**src/rtl/tx_controller.sv**
```systemverilog
// tx_controller
//   Sequencing FSM for a UART transmit datapath (PISO shifter, parity
//   generator, 4:1 output mux). Accepts one byte per valid/ready handshake,
//   generates the baud timing and drives the datapath strobes and mux selects.
//   Only one frame is in flight at a time.
//
// Parameters
//   CLKS_PER_BIT  clock cycles per UART bit period (>= 2)
//   PARITY_EN     1: parity bit follows D7, 0: no parity bit
//
// Ports
//   clock       in   system clock, rising edge
//   reset       in   synchronous active-high reset
//   tx_valid    in   host presents a byte on the datapath data_in
//   tx_ready    out  idle, a byte can be accepted
//   counter     in   PISO shift count (0 after load, +1 per shift)
//   load        out  PISO/parity parallel load strobe (accept cycle only)
//   par_signal  out  parity generator capture strobe (accept cycle only)
//   shift       out  PISO shift strobe, last cycle of every data bit
//   selA/selB   out  output mux select {selA,selB}:
//                    00 start, 01 data, 10 parity, 11 stop/idle
//   start_bit   out  start level (0)
//   stop_bit    out  stop/idle level (1)
//   tx_busy     out  frame in progress
//   tx_done     out  one-cycle pulse on the last cycle of the stop bit
//
// States
//   state    | meaning
//   S_IDLE   | line high, tx_ready=1, waiting for tx_valid
//   S_START  | start bit, line low for one bit period
//   S_DATA   | data bits D0..D7, shift at the end of each bit
//   S_PARITY | parity bit (only when PARITY_EN=1)
//   S_STOP   | stop bit, tx_done on its last cycle
module tx_controller #(
  parameter int unsigned CLKS_PER_BIT = 16,
  parameter bit          PARITY_EN    = 1'b1
) (
  input  logic       clock,
  input  logic       reset,
  input  logic       tx_valid,
  output logic       tx_ready,
  input  logic [3:0] counter,
  output logic       load,
  output logic       par_signal,
  output logic       shift,
  output logic       selA,
  output logic       selB,
  output logic       start_bit,
  output logic       stop_bit,
  output logic       tx_busy,
  output logic       tx_done
);

  localparam int unsigned BC_W = (CLKS_PER_BIT > 2) ? $clog2(CLKS_PER_BIT) : 1;
  localparam logic [BC_W-1:0] BC_LAST = BC_W'(CLKS_PER_BIT - 1);

  localparam logic [1:0] SEL_START  = 2'b00;
  localparam logic [1:0] SEL_DATA   = 2'b01;
  localparam logic [1:0] SEL_PARITY = 2'b10;
  localparam logic [1:0] SEL_STOP   = 2'b11;

  typedef enum logic [2:0] {
    S_IDLE,
    S_START,
    S_DATA,
    S_PARITY,
    S_STOP
  } state_t;

  state_t          state_q, state_d;
  logic [BC_W-1:0] bc_q, bc_d;
  logic [1:0]      sel_q, sel_d;
  logic            ready_q, ready_d;
  logic            busy_q, busy_d;

  logic            bit_end;
  logic            accept;
  logic            data_last;

  assign bit_end = (bc_q == BC_LAST);
  assign accept  = tx_valid & ready_q;
  // A counter beyond 7 is a datapath fault; end the data phase anyway so the
  // frame cannot run on forever.
  assign data_last = (counter >= 4'd7);

  always_comb begin
    state_d = state_q;
    bc_d    = bit_end ? '0 : bc_q + 1'b1;
    unique case (state_q)
      S_IDLE: begin
        bc_d = '0;
        if (accept) state_d = S_START;
      end
      S_START: begin
        if (bit_end) state_d = S_DATA;
      end
      S_DATA: begin
        if (bit_end && data_last) state_d = PARITY_EN ? S_PARITY : S_STOP;
      end
      S_PARITY: begin
        if (bit_end) state_d = S_STOP;
      end
      S_STOP: begin
        if (bit_end) state_d = S_IDLE;
      end
      default: begin
        state_d = S_IDLE;
        bc_d    = '0;
      end
    endcase

    // Mux select and handshake flags are registered alongside the state so
    // they change on the same edge as the state they describe.
    unique case (state_d)
      S_START:  sel_d = SEL_START;
      S_DATA:   sel_d = SEL_DATA;
      S_PARITY: sel_d = SEL_PARITY;
      default:  sel_d = SEL_STOP;
    endcase
    ready_d = (state_d == S_IDLE);
    busy_d  = (state_d != S_IDLE);
  end

  always_ff @(posedge clock) begin
    if (reset) begin
      state_q <= S_IDLE;
      bc_q    <= '0;
      sel_q   <= SEL_STOP;
      ready_q <= 1'b1;
      busy_q  <= 1'b0;
    end else begin
      state_q <= state_d;
      bc_q    <= bc_d;
      sel_q   <= sel_d;
      ready_q <= ready_d;
      busy_q  <= busy_d;
    end
  end

  // Strobes are decoded straight from the registered state so the datapath
  // acts on the same edge that the FSM advances; reset suppresses them.
  assign load       = accept & ~reset;
  assign par_signal = accept & ~reset;
  assign shift      = (state_q == S_DATA) & bit_end & ~reset;
  assign tx_done    = (state_q == S_STOP) & bit_end & ~reset;

  assign tx_ready  = ready_q;
  assign tx_busy   = busy_q;
  assign selA      = sel_q[1];
  assign selB      = sel_q[0];
  assign start_bit = 1'b0;
  assign stop_bit  = 1'b1;

endmodule

```
**config.mk**
```make
export PLATFORM = sky130hd
export DESIGN_NAME = tx_controller
export DESIGN_NICKNAME = d
export VERILOG_FILES = /design/src/rtl/tx_controller.sv
export SDC_FILE = /design/constraint.sdc
export NUM_CORES = 1
export LEC_CHECK = 0
export BUFFER_PORTS_ARGS = -buffer_cell sky130_fd_sc_hd__buf_4
export CAP_MARGIN = 5
export CORE_AREA = 10 10 47 49
export CTS_CLUSTER_SIZE = 30
export DETAILED_ROUTE_END_ITERATION = 6
export DIE_AREA = 0 0 57 59
export MAX_ROUTING_LAYER = met4
export PLACE_DENSITY = 0.61
export SETUP_SLACK_MARGIN = 0.15
export SLEW_MARGIN = 20
export SYNTH_ARGS = -nofsm -noshare
export SYNTH_HDL_FRONTEND = slang
export SYNTH_SLANG_ARGS = --single-unit
```
**constraint.sdc**
```tcl
create_clock -name clock -period 1.45 [get_ports clock]
set_input_delay 0.3625 -clock clock [delete_from_list [all_inputs] [get_ports clock]]
set_output_delay 0.3625 -clock clock [all_outputs]
set_load 0.02 [all_outputs]
```
==> results of run 1 <==
## layout make-up
| type | count | area (um2) |
|---|---|---|
| Sequential cell | 11 | 225.2 |
| Clock buffer | 4 | 26.28 |
| Fill cell | 134 | 644.4 |
| Timing Repair Buffer | 22 | 180.2 |
| Multi-Input combinational cell | 37 | 305.3 |
| Tap cell | 16 | 20.02 |
## cell usage in the layout (no fill, tap or decap), types with 2 or more instances in the layout
| cell type | n |
|---|---|
| sky130_fd_sc_hd__nor2_1 | 5 |
| sky130_fd_sc_hd__dfxtp_1 | 7 |
| sky130_fd_sc_hd__nor3_1 | 3 |
| sky130_fd_sc_hd__and3_4 | 2 |
| sky130_fd_sc_hd__a21o_1 | 2 |
| sky130_fd_sc_hd__nand2_1 | 2 |
| sky130_fd_sc_hd__clkbuf_4 | 3 |
| sky130_fd_sc_hd__buf_6 | 4 |
| sky130_fd_sc_hd__xor2_1 | 2 |
| sky130_fd_sc_hd__conb_1 | 2 |
| sky130_fd_sc_hd__dfxtp_2 | 4 |
| sky130_fd_sc_hd__buf_4 | 18 |
## metal layers
| layer | global-route usage | part of all wire | routed length (um) | vias to the layer above |
|---|---|---|---|---|
| met3 | 0.02790 | 0.064 | 70 | 4 |
| met5 | - | 0 | 0 | - |
| li1 | - | - | - | 228 |
| met2 | 0.1147 | 0.52 | 567 | 10 |
| met1 | 0.07013 | 0.40 | 434 | 210 |
| met4 | 0.06040 | 0.021 | 23 | 0 |
## power breakdown
group / leakage, nW / internal (mW) / switching [mW] / total, mW
clock network: 0.0150 / 0.107 / 0.104 / 0.210
logic: 0.221 / 0.0555 / 0.0552 / 0.111
registers: 0.0915 / 0.317 / 0.0115 / 0.329
## worst paths after layout
kind	startpoint	end	depth (start not counted)
setup reg to reg	bc_q[0]$_SDFF_PP0_	tx_ready$_SDFF_PP1_	5
hold reg to reg	bc_q[0]$_SDFF_PP0_	bc_q[0]$_SDFF_PP0_	2
hold / removal	reset	state_q[2]$_SDFF_PP0_	2
setup / recovery	bc_q[0]$_SDFF_PP0_	shift	4
## state kept, by name, indices dropped and copies added (netlist names)
signal / count
tx_busy: 1
state_q: 3
sel_q: 2
bc_q: 4
tx_ready: 1
## stage by stage
| stage | setup TNS (ns) | total power, mW | util |
|---|---|---|---|
| floorplan | 0 | 0.3954 | - |
| global placement | 0 | 0.4336 | 0.4795 |
| detailed placement | 0 | 0.4337 | 0.4795 |
| CTS | -0.3917 | 0.6554 | 0.5339 |
| global route | -0.4668 | 0.6766 | 0.5402 |
| finish | -0.3741 | 0.6500 | 0.5402 |
## critical path, delay by kind of cell, from the launching register on
family / cells / cell delay (ns)
AND/OR/NAND/NOR: 2 / 0.33
buffers and inverters: 1 / 0.18
flip-flops: 1 / 0.36
adder cells (fa/ha/maj): 1 / 0.16
## timing repair
item / CTS / global route
pin swaps: 3 / 3
hold buffers: 0 / 0
resized for setup: 6 / 3
buffers inserted: 4 / 0
endpoints found under the setup margin: 4 / 10
## cells by family (layout without fill, tap and decap cells)
kind of cell,Yosys count,in the layout,share of synthesized area
AO/OA/AOI/OAI,7,7,0.1105
XOR/XNOR,3,3,0.05399
AND/OR/NAND/NOR,23,23,0.2674
multiplexers,1,1,0.02057
buffers and inverters,4,26,0.05397
other,2,2,0.01543
flip-flops,11,11,0.4524
adder cells (fa/ha/maj),1,1,0.02570
==> parameters.txt, run 1 <==
Parameter                              Value

Floorplan
  Starting density of the core ... 0.3473
  Height of the die ... 59 um
  Die Outline Area ... 3363 um2
  Width of the die ... 57 um
  Num rows ... 14
  IO Pins ... 17
  Placeable core area ... between 1000 and 1500 um2

Setup path
  Worst-path cell with the longest stage delay ... sky130_fd_sc_hd__dfxtp_2
  Largest incremental delay on the critical path ... about 0.36 ns
  Data arrival, critical path ... 1.30 ns
  Critical path class ... reg -> out
  Max FO, Critical Path ... 4
  Required time reported for the critical path endpoint ... 1.09 ns
  Element type at the critical path end ... primary output
  Cell breakdown of the critical path ... ha_4 > nand4_4 > nor4_4 > buf_4
  Setup slack of the worst register-to-register path ... 0.16 ns
  Category of the worst setup path launch point ... flip-flop

Final layout
  Relative area change from synthesis to final layout ... 55.53%
  Cell area after layout ... 757.0 um2
  Final non-filler cell total ... 90
  Inserted Diodes ... 0
  Share of cells above drive strength 1 ... 0.5135
  # nets final ... slightly above 80

Drt
  Pre-Repair DR Iteration Count ... 2
  Vias per Instance ... 5.022
  Post-route DRC violation count ... 0
  Total Wirelength ... 1095 um
  Number of design-rule violations left by the first detailed-router iteration ... 2
  Remaining antenna violation count ... 0
  Routed len/inst ... 12.17 um
  Via count ... 452

Logic synthesis
  Synth unique cells ... 27
  Number of synthesized flops with an enable pin ... 0
  Area share of the largest cell type after synthesis ... 0.4524
  Number of synthesis warnings ... 0
  Leading cell type by number of instances after synthesis ... sky130_fd_sc_hd__dfxtp_1
  Library cell with the largest summed area after synthesis ... sky130_fd_sc_hd__dfxtp_1
  Post-synthesis cell area ... 486.7 um2
  Fraction of the yosys area taken by sequential cells ... 0.4524
  Syn Area/Cell ... 9.360 um2
  Synth area leaders ... sky130_fd_sc_hd__dfxtp_1 (45%), sky130_fd_sc_hd__buf_4 (4.6%), sky130_fd_sc_hd__nor2_1 (4.6%), sky130_fd_sc_hd__xor2_1 (3.6%), sky130_fd_sc_hd__nor3_1 (3.1%)
  Gate count of the mapped netlist ... 52
  Synth Register Bits ... 11
  Post-synth net total ... 60
  Commonest register cell after synthesis ... sky130_fd_sc_hd__dfxtp_1
  Share of flip-flops with an asynchronous set or reset after synthesis ... 0
  Most numerous cell types in the synthesized netlist ... sky130_fd_sc_hd__dfxtp_1 (11), sky130_fd_sc_hd__nor2_1 (6), sky130_fd_sc_hd__buf_4 (3), sky130_fd_sc_hd__nand2_1 (3), sky130_fd_sc_hd__nor3_1 (3)

Pwr
  Maximum resistive drop on vdd ... 0.4982 mV
  Pleak ... about 0.33 nW
  Power density cells ... about 860 nW/um2

Timing
  Number of pins exceeding their max-slew limit in the final report ... 0
  Worst setup slack after layout ... -0.2095 ns
  Final setup skew ... 0.005452 ns
  Final period demand of the worst path ... 1.659 ns
  Final setup violating endpoints ... 2
  Highest attainable clock frequency ... 0.6026 GHz
  Hold violation total from the final report ... 0
  RSZ-0062 raised after global routing ... true
  Hold_ws ... 0.3376 ns
  Share of the clock period used by the worst path ... 1.144

Global routing
  Initial antenna violation count ... 0
  Maximum number of pins on one net before global-route repair ... 9
  Global-route wire length before repair ... 1925 um
  Via count of the first global-routing pass ... 451
  Gr usage total ... 0.07290
  Overall overflow remaining after global route ... 0

Place
  Half-perimeter wire length after detailed placement ... 834.2 um
  Number of buffers added on ports ... 14
  Placer's final routability congestion estimate ... 0.7036
  Setup slack after placement ... about 0.069 ns
  Placed cell count ... 82
  Placed Area ... 671.9 um2

Clocking
  Cell at the root of the clock tree ... sky130_fd_sc_hd__clkbuf_4
  Clock Latency Late Sink ... 0.27 ns
  H-tree lvl count ... 1
  Clock transition at the register clock pins on the worst setup and hold paths after CTS ... 0.07 ns
  Max Buffers Root-to-Sink ... 2
  TritonCTS clock tree ... yes
  TritonCTS buffer count ... 3
  Clock net sink count ... 11

Outcome
  Violated checks ... setup timing
  Status ... finished with violations

Min path
  Class of the tightest hold or removal check ... in -> reg

Job
  Max cap viols ... 0
No activity file was read; power rests on OpenSTA's default activity.
==> run 2: changes to the inputs <==
- ABC_AREA: unset -> 1
- CORE_AREA: 10 10 47 49 -> unset
- CORE_MARGIN: unset -> 10
- CORE_UTILIZATION: unset -> 40
- DIE_AREA: 0 0 57 59 -> unset
- PLACE_DENSITY: 0.61 -> 0.64
==> run 2 against run 1 <==
- the run still ends with setup timing left
- die area down 5.9%
- power up 3.8%
- worst setup slack better by 0.11 ns
- critical endpoint unchanged
- largest cell class unchanged
- largest power group unchanged
==> parameters.txt, run 2 <==
Parameter                              Value

Clocking
  Max Buffers Root-to-Sink ... 2
  Clock transition at the register clock pins on the worst setup and hold paths after CTS ... 0.07 ns
  Clock Latency Late Sink ... 0.26 ns
  Hold-fix buffers at CTS ... 0
  H-tree lvl count ... 1
  TritonCTS clock tree ... yes
  TritonCTS buffer count ... 3
  Cell at the root of the clock tree ... sky130_fd_sc_hd__clkbuf_4
  Clock net sink count ... 11

Timing
  RSZ-0062 raised after global routing ... true
  Final setup violating endpoints ... 2
  Highest attainable clock frequency ... 0.6449 GHz
  Number of pins exceeding their max-slew limit in the final report ... 0
  Hold violation total from the final report ... 0
  Worst setup slack after layout ... -0.1007 ns
  Final setup skew ... 0.002443 ns
  Final sum of negative setup slack ... -0.1964 ns
  Final period demand of the worst path ... 1.551 ns
  Share of the clock period used by the worst path ... 1.069

Pwr
  Pleak ... 0.3823 nW
  Power density cells ... 834.5 nW/um2
  Maximum resistive drop on vdd ... 0.6723 mV
  Switch share ... 0.2723
  Share of total power in the clock network ... 0.299
  PnR Total Power ... 674.5 uW
  Switching power total ... 183.7 uW
  Portion of total power attributed to sequential cells ... 0.490
  Part of the total power dissipated in combinational logic ... 0.212
  Internal portion of total power ... 490.8 uW

Logic synthesis
  Synth unique cells ... 17
  Leading cell type by number of instances after synthesis ... sky130_fd_sc_hd__nand2_1
  Synth area leaders ... sky130_fd_sc_hd__dfxtp_1 (42%), sky130_fd_sc_hd__nand2_1 (10%), sky130_fd_sc_hd__nor2_1 (8.6%), sky130_fd_sc_hd__inv_1 (7.9%), sky130_fd_sc_hd__nand3_1 (7.6%)
  Most numerous cell types in the synthesized netlist ... sky130_fd_sc_hd__nand2_1 (14), sky130_fd_sc_hd__nor2_1 (12), sky130_fd_sc_hd__dfxtp_1 (11), sky130_fd_sc_hd__inv_1 (11), sky130_fd_sc_hd__nand3_1 (8)
  Commonest register cell after synthesis ... sky130_fd_sc_hd__dfxtp_1
  Number of synthesis warnings ... 0
  Share of flip-flops with an asynchronous set or reset after synthesis ... 0
  Gate count of the mapped netlist ... 73
  Post-synthesis cell area ... approximately 530 um2
  Library cell with the largest summed area after synthesis ... sky130_fd_sc_hd__dfxtp_1
  Synth Register Bits ... 11
  Area share of the largest cell type after synthesis ... 0.4190
  Number of synthesized flops with an enable pin ... 0
  Post-synth net total ... 81
  Syn Area/Cell ... 7.199 um2
  Fraction of the yosys area taken by sequential cells ... 0.4190

Global routing
  Global-route wire length before repair ... 2070 um
  Overall overflow remaining after global route ... 0
  Initial antenna violation count ... 0
  Maximum number of pins on one net before global-route repair ... 7
  Gr usage total ... 0.08030
  Via count of the first global-routing pass ... 482

Final layout
  Relative area change from synthesis to final layout ... 53.81%
  Largest register FFs ... 4
  Register with the highest flop count ... bc_q
  Highest-count cells in the layout ignoring fill and taps ... sky130_fd_sc_hd__buf_4 (19), sky130_fd_sc_hd__nand2_1 (13), sky130_fd_sc_hd__inv_1 (9)
  Combined flip-flop and latch cell area ... 227.7 um2
  Area of combinational cells with multiple inputs ... between 300 and 400 um2
  Filler cells ... 102
  Leading registers by flop count ... bc_q x4, state_q x3, sel_q x2
  Most common cell after layout, fill and taps aside ... sky130_fd_sc_hd__buf_4
  # nets final ... around 110
  Inserted Diodes ... 0
  Share of cells above drive strength 1 ... 0.4896

Setup path
  Category of the worst setup path launch point ... flip-flop
  Critical path buffers and inverters ... 2
  Element type at the critical path end ... primary output
  Required time reported for the critical path endpoint ... 1.09 ns
  Worst-path cell with the longest stage delay ... sky130_fd_sc_hd__dfxtp_2
  Family with the most delay on the worst path ... flip-flops
  Max FO, Critical Path ... 3
  Critical path class ... reg -> out
  Data arrival, critical path ... 1.19 ns
  Largest incremental delay on the critical path ... approximately 0.34 ns
  Cell breakdown of the critical path ... inv_1 > nand3_2 > nor3_2 > buf_4

Drt
  Top routing layer in use ... met4
  Vias per Instance ... 4.757
  Sum of routed wire segments on met1 ... between 500 and 600 um
  Routed len/inst ... 11.50 um
  Met2 WL post-DR ... around 630 um
  Number of design-rule violations left by the first detailed-router iteration ... 4
  Remaining antenna violation count ... 0
  Via count ... 528
  Detailed-routed wire length on met3 ... 86 um
  Total Wirelength ... 1276 um
  Pre-Repair DR Iteration Count ... 4
  Post-route DRC violation count ... 0

Place
  Half-perimeter wire length after detailed placement ... slightly above 900 um
  Number of buffers added on ports ... 14
  Placer's final routability congestion estimate ... 0.7720

Min path
  Class of the tightest hold or removal check ... in -> reg

Floorplan
  Width of the die ... 56.25 um
  Starting density of the core ... 0.4142
  Die Outline Area ... 3164 um2
  Num rows ... 13
  Placeable core area ... 1269 um2
  IO Pins ... 17
  Height of the die ... 56.25 um

Outcome
  Status ... finished with violations
  Violated checks ... setup timing

Job
  Max cap viols ... 0
==> run 2: changes by cell type in the layout (fill, tap and decap cells not counted), moves of 3 or more <==
cell and change:
sky130_fd_sc_hd__nand3_1 +5, sky130_fd_sc_hd__nor3_1 -3, sky130_fd_sc_hd__nand2_1 +11, sky130_fd_sc_hd__inv_1 +9
==> run 2: worst reg2reg max path, stage by stage (launching register included) <==
cell	delay (ns)
sky130_fd_sc_hd__dfxtp_2	0.35
sky130_fd_sc_hd__ha_4	0.15
sky130_fd_sc_hd__nand3_4	0.09
sky130_fd_sc_hd__buf_6	0.15
sky130_fd_sc_hd__nand2_1	0.05
sky130_fd_sc_hd__nand2_1	0.08
sky130_fd_sc_hd__inv_1	0.09
sky130_fd_sc_hd__nand2_1	0.06
sky130_fd_sc_hd__nand2_1	0.06
sky130_fd_sc_hd__nand3_1	0.06
==> run 2: timing repair <==
| item | CTS | global route |
|---|---|---|
| resized for setup | 7 | 12 |
| buffers inserted | 4 | 2 |
| endpoints found under the setup margin | 3 | 9 |
| pin swaps | 4 | 1 |
| gates cloned | 0 | 0 |
==> run 2: final cells by class <==
class | count | area share
clock buffers | 4 | 0.03251
inverters | 11 | 0.05108
multi-input cells | 48 | 0.3932
flip-flops and latches | 11 | 0.2817
well taps | 15 | 0.02322
repair buffers | 22 | 0.2183
==> run 2: path summary, 6_finish.rpt <==
kind / startpoint / endpoint / slack (ns) / cells past startpoint
max: state_q[0]$_SDFF_PP0_ / shift / -0.10 / 4
min: reset / state_q[0]$_SDFF_PP0_ / 0.35 / 2
max reg2reg: bc_q[0]$_SDFF_PP0_ / sel_q[1]$_SDFF_PP1_ / 0.20 / 9
min reg2reg: bc_q[0]$_SDFF_PP0_ / bc_q[0]$_SDFF_PP0_ / 0.53 / 2
==> run 2: cells by family (layout without fill, tap and decap cells) <==
group | Yosys count | count (layout) | share of synthesized area
other | 2 | 2 | 0.01429
flip-flops | 11 | 11 | 0.4190
XOR/XNOR | 2 | 2 | 0.03334
AO/OA/AOI/OAI | 2 | 2 | 0.02381
AND/OR/NAND/NOR | 41 | 41 | 0.3643
adder cells (fa/ha/maj) | 1 | 1 | 0.02381
buffers and inverters | 14 | 37 | 0.1214
==> run 2: power groups by stage <==
stage | logic, mW | registers [mW] | clock network, mW
global route | 0.155 | 0.331 | 0.235
floorplan | 0.0615 | 0.348 | 0
global placement | 0.117 | 0.333 | 0
detailed placement | 0.119 | 0.334 | 0
CTS | 0.130 | 0.329 | 0.210
finish | 0.143 | 0.330 | 0.201
==> run 2: metal layers <==
metal / track usage / up-vias
met4: 0.03093 / 0
met1: 0.08951 / 238
met5: - / -
li1: - / 274
met2: 0.1204 / 14
met3: 0.03881 / 2
==> run 2: metrics by stage <==
step | hold WS (ns) | cells | worst slack [ns] | area [um2] | util
finish | 0.3476 | 111 | -0.1007 | 808.3 | 0.6371
global route | 0.3400 | 111 | -0.2033 | 808.3 | 0.6371
CTS | 0.3429 | 109 | -0.1055 | 755.7 | 0.5957
detailed placement | 0.4341 | 101 | 0.08216 | 684.4 | 0.5394
global placement | 0.4260 | 101 | 0.1034 | 684.4 | 0.5394
floorplan | 0.4198 | 73 | 0.09711 | 568.0 | -
==> run 3: changes to the inputs <==
- CTS_BUF_LIST: unset -> sky130_fd_sc_hd__clkbuf_16
- clock period: 1.45 -> 1.8 ns (I/O delays scaled with it)
==> run 3 against run 2 <==
- the flow now finishes without violations
- count of clock-buffer cells in the layout fell by 1
- worst setup slack better by 0.24 ns
- cell count shrank 4.5%
- largest cell class unchanged
==> parameters.txt, run 3 (same netlist as run 2, synthesis figures left out) <==
Parameter                              Value

Drt
  Remaining antenna violation count ... 0
  Total Wirelength ... ~1100 um
  Via count ... 483
  Vias per Instance ... 4.557
  Routed len/inst ... around 11 um
  Post-route DRC violation count ... 0
  Pre-Repair DR Iteration Count ... 4
  Number of design-rule violations left by the first detailed-router iteration ... 2

Floorplan
  Num rows ... 13
  Starting density of the core ... 0.4142
  Height of the die ... 56.25 um
  Width of the die ... 56.25 um
  Die Outline Area ... between 3000 and 4000 um2
  IO Pins ... 17
  Placeable core area ... 1269 um2

Final layout
  Share of cells above drive strength 1 ... 0.3187
  Relative area change from synthesis to final layout ... 46.19%
  Inserted Diodes ... 0
  Final non-filler cell total ... 106
  Register with the highest flop count ... bc_q
  Area of combinational cells with multiple inputs ... 276.5 um2
  Most common cell after layout, fill and taps aside ... sky130_fd_sc_hd__buf_4
  Highest-count cells in the layout ignoring fill and taps ... sky130_fd_sc_hd__buf_4 (17), sky130_fd_sc_hd__nand2_1 (14), sky130_fd_sc_hd__nor2_1 (11), sky130_fd_sc_hd__inv_1 (11), sky130_fd_sc_hd__dfxtp_1 (9)
  Leading registers by flop count ... bc_q x4, state_q x3, sel_q x2
  # nets final ... 100
  Combined flip-flop and latch cell area ... 225.2 um2
  Largest register FFs ... 4
  Filler cells ... 131

Clocking
  TritonCTS buffer count ... 3
  Clock transition at the register clock pins on the worst setup and hold paths after CTS ... 0.04 ns
  Clock Latency Late Sink ... between 0.2 and 0.25 ns
  Clock net sink count ... 11
  Cell at the root of the clock tree ... sky130_fd_sc_hd__clkbuf_16
  H-tree lvl count ... 1
  Max Buffers Root-to-Sink ... 2
  TritonCTS clock tree ... yes

Setup path
  Category of the worst setup path launch point ... flip-flop
  Element type at the critical path end ... primary output
  Critical path class ... reg -> out
  Max FO, Critical Path ... 5
  Required time reported for the critical path endpoint ... 1.35 ns
  Reg2Reg Depth ... 9
  Data arrival, critical path ... 1.21 ns

Place
  Placer's final routability congestion estimate ... roughly 0.75
  Number of buffers added on ports ... 14
  Half-perimeter wire length after detailed placement ... 881 um
  Placed cell count ... slightly below 100

Timing
  RSZ-0062 raised after global routing ... true
  Final sum of negative setup slack ... 0 ns
  Highest attainable clock frequency ... 0.6030 GHz
  Final setup violating endpoints ... 0
  Final period demand of the worst path ... 1.658 ns
  Share of the clock period used by the worst path ... 0.9213
  Final setup skew ... around 0.0028 ns
  Number of pins exceeding their max-slew limit in the final report ... 0
  Hold violation total from the final report ... 0

Global routing
  Initial antenna violation count ... 0
  Global-route wire length before repair ... 1938 um
  Maximum number of pins on one net before global-route repair ... 9
  Overall overflow remaining after global route ... 0
  Via count of the first global-routing pass ... 470
  Gr usage total ... 0.07502

Pwr
  PnR Total Power ... 747.1 uW
  Pleak ... 0.3751 nW
  Power density cells ... 972.5 nW/um2
  Maximum resistive drop on vdd ... between 0.6 and 0.7 mV

Min path
  Instance count along the most critical hold path ... 1
  Class of the tightest hold or removal check ... reg -> reg

Job
  Max cap viols ... 0

Outcome
  Status ... completed
[run 3: cell types whose count changed in the layout (fill, tap and decap cells not counted), moves of 3 or more]
| cell | delta |
|---|---|
| sky130_fd_sc_hd__clkbuf_16 | +3 |
| sky130_fd_sc_hd__dfxtp_2 | -5 |
| sky130_fd_sc_hd__nor2_1 | +4 |
| sky130_fd_sc_hd__buf_6 | -3 |
| sky130_fd_sc_hd__clkbuf_4 | -3 |
| sky130_fd_sc_hd__nor2_4 | -3 |
| sky130_fd_sc_hd__dfxtp_1 | +4 |
[run 3: path summary, 6_finish.rpt]
path / startpoint / to / slack, ns
worst min register to register: bc_q[0]$_SDFF_PP0_ / bc_q[0]$_SDFF_PP0_ / 0.44
worst max-delay path: bc_q[0]$_SDFF_PP0_ / tx_done / 0.14
worst min-delay path: bc_q[0]$_SDFF_PP0_ / bc_q[0]$_SDFF_PP0_ / 0.44
worst max register to register: bc_q[0]$_SDFF_PP0_ / tx_busy$_SDFF_PP0_ / 0.52
[run 3: what timing repair did]
action                     4_1_cts  5_1_grt
setup buffers                    0        3
resized for setup                6        3
setup endpoints to repair        2        2
hold buffers                     0        0
pin swaps                        2        3
[run 3: where the power goes]
group | switching (mW) | total (mW) | internal (mW)
sequential | 0.00762 | 0.266 | 0.258
combinational | 0.0545 | 0.0921 | 0.0377
clock | 0.0987 | 0.389 | 0.290
total | 0.161 | 0.747 | 0.586
[run 3: routing by layer]
layer / up-vias / wire [um] / track usage
met1: 210 / 521 / 0.08270
met3: 0 / 104 / 0.04566
met2: 11 / 510 / 0.1062
li1: 262 / - / -
met4: 0 / 0 / 0.03093
met5: - / 0 / -
[run 3: metrics by stage]
stage | setup WS, ns | instance area, um2 | hold slack, ns | util
after floorplan | 0.1503 | 531.8 | 0.4176 | -
after global placement | 0.2509 | 633.1 | 0.4301 | 0.4990
after detailed placement | 0.2007 | 633.1 | 0.4431 | 0.4990
after CTS | 0.1548 | 734.5 | 0.4353 | 0.5789
after global routing | 0.07626 | 768.2 | 0.4509 | 0.6055
final | 0.1417 | 768.2 | 0.4386 | 0.6055
[run 3: layout make-up]
type,instances,area share
Clock inverter,1,0.004886
Clock buffer,3,0.09772
Sequential cell,11,0.2932
Inverter,11,0.05375
Multi-Input combinational cell,48,0.3599
Timing Repair Buffer,17,0.1661
Tap cell,15,0.02443
[run 3: critical path, stage by stage, from the launching register on]
cell,delay [ns]
sky130_fd_sc_hd__dfxtp_4,0.36
sky130_fd_sc_hd__ha_4,0.14
sky130_fd_sc_hd__nand3_4,0.09
sky130_fd_sc_hd__nor4_4,0.21
sky130_fd_sc_hd__buf_4,0.17
